==> config.mk <==
export PLATFORM = sky130hd
export DESIGN_NAME = inst_prefetch_queue
export DESIGN_NICKNAME = d
export VERILOG_FILES = /design/src/rtl/inst_prefetch_queue.sv
export SDC_FILE = /design/constraint.sdc
export NUM_CORES = 1
export LEC_CHECK = 0
export BUFFER_PORTS_ARGS = -buffer_cell sky130_fd_sc_hd__buf_2
export CORE_MARGIN = 10
export CORE_UTILIZATION = 55
export CTS_CLUSTER_DIAMETER = 30
export DETAILED_ROUTE_END_ITERATION = 8
export PLACE_DENSITY = 0.86
export SLEW_MARGIN = 10
export SYNTH_ARGS = -nofsm -noshare
export SYNTH_HDL_FRONTEND = slang
export SYNTH_SLANG_ARGS = --single-unit
==> constraint.sdc <==
create_clock -name clk -period 3.23 [get_ports clk]
set_input_delay 0.646 -clock clk [delete_from_list [all_inputs] [get_ports clk]]
set_output_delay 0.646 -clock clk [all_outputs]
set_load 0.005 [all_outputs]
==> src/rtl/inst_prefetch_queue.sv <==
`default_nettype none
// ============================================================================
// Module      : inst_prefetch_queue
// Description : Instruction fetch front end. Issues sequential word fetches
//               to a variable-latency imem over req/ack, buffers returned
//               words with their PC in a DEPTH-entry FIFO, and presents the
//               head to decode over valid/ready. A redirect flushes the
//               buffer and restarts fetch at the (word-aligned) target.
// Options     : define PREFETCH_STATS_EN to add fetch_cnt / flush_cnt.
// Revision    : 1.0 - initial release
// ============================================================================
module inst_prefetch_queue #(
  parameter int          DEPTH    = 4,
  parameter logic [31:0] RESET_PC = 32'h0000_0000
) (
  input  logic                      clk,
  input  logic                      rst,
  input  logic                      redirect,
  input  logic [31:0]               redirect_pc,
  output logic                      imem_req,
  output logic [31:0]               imem_addr,
  input  logic                      imem_ack,
  input  logic [31:0]               imem_data,
  output logic                      inst_valid,
  output logic [31:0]               inst,
  output logic [31:0]               inst_pc,
  input  logic                      inst_ready,
  output logic [$clog2(DEPTH):0]    count
`ifdef PREFETCH_STATS_EN
  ,
  output logic [15:0]               fetch_cnt,
  output logic [15:0]               flush_cnt
`endif
);

  localparam int                c_ptr_w = $clog2(DEPTH);
  localparam int                c_cnt_w = c_ptr_w + 1;
  localparam logic [c_cnt_w-1:0] c_depth = c_cnt_w'(DEPTH);

  typedef enum logic [0:0] {
    S_IDLE = 1'b0,
    S_REQ  = 1'b1
  } state_t;

  state_t               r_state;
  logic [31:0]          r_fetch_pc;
  logic [c_ptr_w-1:0]   r_rd_ptr;
  logic [c_ptr_w-1:0]   r_wr_ptr;
  logic [c_cnt_w-1:0]   r_count;
  logic [31:0]          r_mem_pc   [DEPTH];
  logic [31:0]          r_mem_data [DEPTH];
  logic [31:0]          r_head_pc;
  logic [31:0]          r_head_data;

  logic                 w_push;
  logic                 w_pop;
  logic [c_ptr_w-1:0]   w_rd_next;
  logic [c_cnt_w-1:0]   w_cnt_after_pop;
  logic [c_cnt_w-1:0]   w_cnt_next;
  logic                 w_head_bypass;

  // A redirect cancels both the handshake and the pop of its cycle.
  assign w_push          = (r_state == S_REQ) & imem_ack & ~redirect;
  assign w_pop           = (r_count != '0) & inst_ready & ~redirect;
  assign w_rd_next       = w_pop ? r_rd_ptr + c_ptr_w'(1) : r_rd_ptr;
  assign w_cnt_after_pop = r_count - c_cnt_w'(w_pop);
  assign w_cnt_next      = w_cnt_after_pop + c_cnt_w'(w_push);
  // The incoming word becomes the next head when nothing older remains.
  assign w_head_bypass   = w_push & (w_cnt_after_pop == '0);

  assign imem_req   = (r_state == S_REQ);
  assign imem_addr  = r_fetch_pc;
  assign inst_valid = (r_count != '0);
  assign inst       = r_head_data;
  assign inst_pc    = r_head_pc;
  assign count      = r_count;

  // Fetch FSM, fetch address, pointers and occupancy.
  always_ff @(posedge clk or negedge rst) begin
    if (!rst) begin
      r_state    <= S_IDLE;
      r_fetch_pc <= RESET_PC;
      r_rd_ptr   <= '0;
      r_wr_ptr   <= '0;
      r_count    <= '0;
    end else if (redirect) begin
      r_state    <= S_REQ;
      r_fetch_pc <= redirect_pc & 32'hFFFF_FFFC;
      r_rd_ptr   <= '0;
      r_wr_ptr   <= '0;
      r_count    <= '0;
    end else begin
      r_count  <= w_cnt_next;
      r_rd_ptr <= w_rd_next;
      if (w_push) begin
        r_wr_ptr   <= r_wr_ptr + c_ptr_w'(1);
        r_fetch_pc <= r_fetch_pc + 32'd4;
      end
      case (r_state)
        S_IDLE:  if (r_count < c_depth) r_state <= S_REQ;
        S_REQ:   if (w_push && (w_cnt_next >= c_depth)) r_state <= S_IDLE;
        default: r_state <= S_IDLE;
      endcase
    end
  end

  // FIFO storage; written only on an accepted handshake.
  always_ff @(posedge clk) begin
    if (w_push) begin
      r_mem_pc[r_wr_ptr]   <= r_fetch_pc;
      r_mem_data[r_wr_ptr] <= imem_data;
    end
  end

  // Head register: preloads the next head so outputs never see imem_data directly.
  always_ff @(posedge clk or negedge rst) begin
    if (!rst) begin
      r_head_pc   <= '0;
      r_head_data <= '0;
    end else if (!redirect && (w_cnt_next != '0)) begin
      if (w_head_bypass) begin
        r_head_pc   <= r_fetch_pc;
        r_head_data <= imem_data;
      end else begin
        r_head_pc   <= r_mem_pc[w_rd_next];
        r_head_data <= r_mem_data[w_rd_next];
      end
    end
  end

`ifdef PREFETCH_STATS_EN
  logic [15:0] r_fetch_cnt;
  logic [15:0] r_flush_cnt;

  // Free-running counters of accepted fetches and of entries thrown away by redirects.
  always_ff @(posedge clk or negedge rst) begin
    if (!rst) begin
      r_fetch_cnt <= '0;
      r_flush_cnt <= '0;
    end else begin
      r_fetch_cnt <= r_fetch_cnt + 16'(w_push);
      if (redirect) r_flush_cnt <= r_flush_cnt + 16'(r_count);
    end
  end

  assign fetch_cnt = r_fetch_cnt;
  assign flush_cnt = r_flush_cnt;
`endif

endmodule
`default_nettype wire

==> results by group <==
Run status
  – Status: complete, no violations

Drt
  – Average via count per standard cell: 6.200
  – DRC violations left: 0
  – Final ANT Viol Nets: 0
  – 1st-iter DRT viols: 1,257
  – Final WL: 42,480 um
  – Via count: 11,410
  – Avg WL per Cell: 23.09 um
  – Pre-antenna DRT Iters: 6

Synth
  – Mapped cell area: 15,480 um^2
  – Async S/R FF share, synth: 28.74%
  – Number of synthesized flops with an enable pin: 248
  – Syn Area/Cell: around 13 um^2
  – Top cell type's share of synthesized area: 48.11%
  – Flops & latches, synth: 348
  – Main synth FF type: edfxtp_1
  – Post-Synthesis Cells: 1,219
  – Cell taking the most area after synthesis: edfxtp_1
  – Synth cell types: 49
  – Share of the yosys chip area belonging to registers: ~64%
  – Area contributors post-synth: edfxtp_1 48%, dfrtp_1 16%, o21ai_0 4.5%, mux2i_1 4.0%, mux2_2 2.4%
  – YS warnings: 0

STA
  – Fmax: ~0.34 GHz
  – Fin. max-slew vios: 0
  – Post-route setup slack: 0.2747 ns
  – RSZ-0062 raised after global routing: no
  – Setup Viol. Count Final: 0
  – Slew headroom: 46.49%
  – Fin. Hold Viols: 0
  – Final hold slack: 0.1165 ns
  – Period utilisation layout: 91.50%
  – Least-Margin Pin Slew: approximately 0.80 ns
  – Setup TNS: 0 ns
  – Worst Skew: around 0.016 ns
  – Fin crit period: between 2 and 3 ns

Worst setup path
  – R2r endpoint: inst[23]
  – Bufs and invs on worst path: 3
  – Cell family with most CP delay: adder cells
  – Crit path DAT: 3.39 ns
  – WS Path Type: reg2reg
  – Slowest cell on crit path: dfrtp_1
  – Crit path max fanout: 23
  – Worst Path Required: 3.66 ns
  – Cell depth of the worst flop-to-flop path: 13
  – Max stage delay on crit path: around 0.42 ns
  – CP startpoint kind: flop
  – Most used cell, CP: ha_1
  – Critical R2R Launch: count[1]
  – Critical path cell sequence: nor3_4 -> nor2_1 -> ha_1 -> ha_1 -> inv_1 -> ha_1 -> xnor2_2 -> xor2_2 -> a21oi_4 -> buf_12 -> buf_12 -> mux2i_1 -> o21ai_1
  – Critical Path Start: count[1]
  – CP Capture Type: flop
  – Flop-to-flop setup slack: 0.27 ns

Floorplan
  – I/O pins: between 150 and 200
  – Initial Util: approximately 56%
  – Die height: 187.8 um
  – Rows: 61
  – Die area: 35,260 um^2
  – Core Region: 27,780 um^2
  – Die extent in x: ~190 um

CTS
  – CTS Hold Bufs: 0
  – Clock root buffer master: clkbuf_16
  – Clk_lat worst skew: 0.57 ns
  – H-tree levels: 3
  – CTS buffer count: 72
  – CTS Buffer Depth: 3
  – CTS clk-pin slew, worst paths: 0.05 ns
  – CTS sink cnt: 348
  – CTS tree: built

Final layout
  – Nets@finish: about 1,500
  – Fill count: 1,885
  – Final non-filler cell total: 1,840
  – Commonest non-fill, non-tap cell in the layout: edfxtp_1
  – Area growth, synth to finish: 24.32%
  – Fin util: slightly below 70%
  – Most frequent cells in the layout: 248 x edfxtp_1, 162 x buf_2, 139 x o21ai_0
  – Layout cell share with drive strength beyond 1: 25.48%
  – Final Instance Area: 19,240 um^2

Placed design
  – I/O Buffers: around 160
  – Gp weighted congestion: 0.7746
  – Post-place setup slack: 0.006645 ns
  – Dpl cell area: roughly 17,000 um^2
  – DP HPWL: 23,510 um
  – Placed Cells incl. Taps: approximately 1,700

Global routing
  – Number of global-route vias before repair: approximately 12,000
  – GRT Total Usage: 23.35%
  – Grt total ovfl: 0
  – First-pass GRT wire length: 66,110 um
  – Largest net degree at the start of global routing: 151
  – Antenna violations before repair: 5

Min path
  – Min-Delay Path Class: in2async

Power and ir drop
  – Max IR drop VDD: between 0.0005 and 0.0006 V
  – Pwr/cell area: between 800 and 900 nW/um^2
  – Leak: 7.400 nW
  – Total power: 16.45 mW

Job
  – Max cap viols: 0
==> cell usage after synthesis (2+ instances only) <==
library cell,count
a21oi_1,31
a21oi_2,2
a22o_1,28
a31oi_1,2
and2_1,41
and3_1,34
and4_1,3
buf_1,3
buf_2,30
buf_4,13
buf_6,6
clkbuf_1,46
dfrtp_1,100
edfxtp_1,248
ha_1,9
inv_1,9
mux2_2,33
mux2i_1,62
nand2_1,68
nand3_1,71
nand4_1,16
nor2_1,13
nor2b_1,29
nor3_1,29
nor3b_1,27
nor4_4,2
o21ai_0,140
o21ai_1,40
o221ai_1,32
xnor2_1,9
xor2_1,25
==> cell families after synthesis <==
group | synth area share [%]
buffers and inverters | 3.467
AO/OA/AOI/OAI | 10.84
multiplexers | 6.410
other | 0.02423
XOR/XNOR | 1.924
adder cells (fa/ha/maj) | 0.7275
flip-flops | 64.27
AND/OR/NAND/NOR | 12.33
==> registers in the layout, summed over array words and instances (netlist names) <==
signal / flops
inst: 32
r_mem_pc: 120
r_wr_ptr: 2
imem_addr: 30
r_mem_data: 128
imem_req: 1
count: 3
r_rd_ptr: 2
inst_pc: 30
==> report_power, final <==
group	leakage (nW)	internal, mW	switching [mW]
registers	3.49	5.41	0.416
logic	2.76	1.31	2.04
clock network	1.15	4.79	2.47
==> cell type report <==
class                   instances  area, um^2  area share (%)
well taps                     378       473.0           2.458
clock buffers                  85        1892           9.830
diodes                          2       5.005         0.02601
inverters                      10       37.54          0.1950
flip-flops and latches        348        9953           51.72
multi-input cells             766        5049           26.23
repair buffers                204        1310           6.807
clock inverters                47       525.5           2.731
==> worst max-delay path by stage <==
stage	cells after the start	slack (ns)	end
3_5_place_dp	13	0.007	inst[28]
3_3_place_gp	13	0.15	inst[19]
6_report	13	0.27	inst[23]
4_1_cts	12	0.14	inst[23]
2_1_floorplan	15	0.03	inst[17]
5_1_grt	13	0.06	inst[28]
==> routing by layer <==
layer	part of all wire, %	GRT usage [%]	vias up	routed length, um
li1	-	-	4966	-
met1	37	27.67	5621	15860
met2	50	38.81	685	21260
met3	9.5	6.494	130	4054
met4	3.0	10.86	6	1266
met5	0.092	0	-	39
==> repair_timing <==
action | in CTS | in global routing
resized for setup | 0 | 3
buffers inserted | 0 | 1
endpoints found under the setup margin | 0 | 8
(Power assumes the default switching activity.)
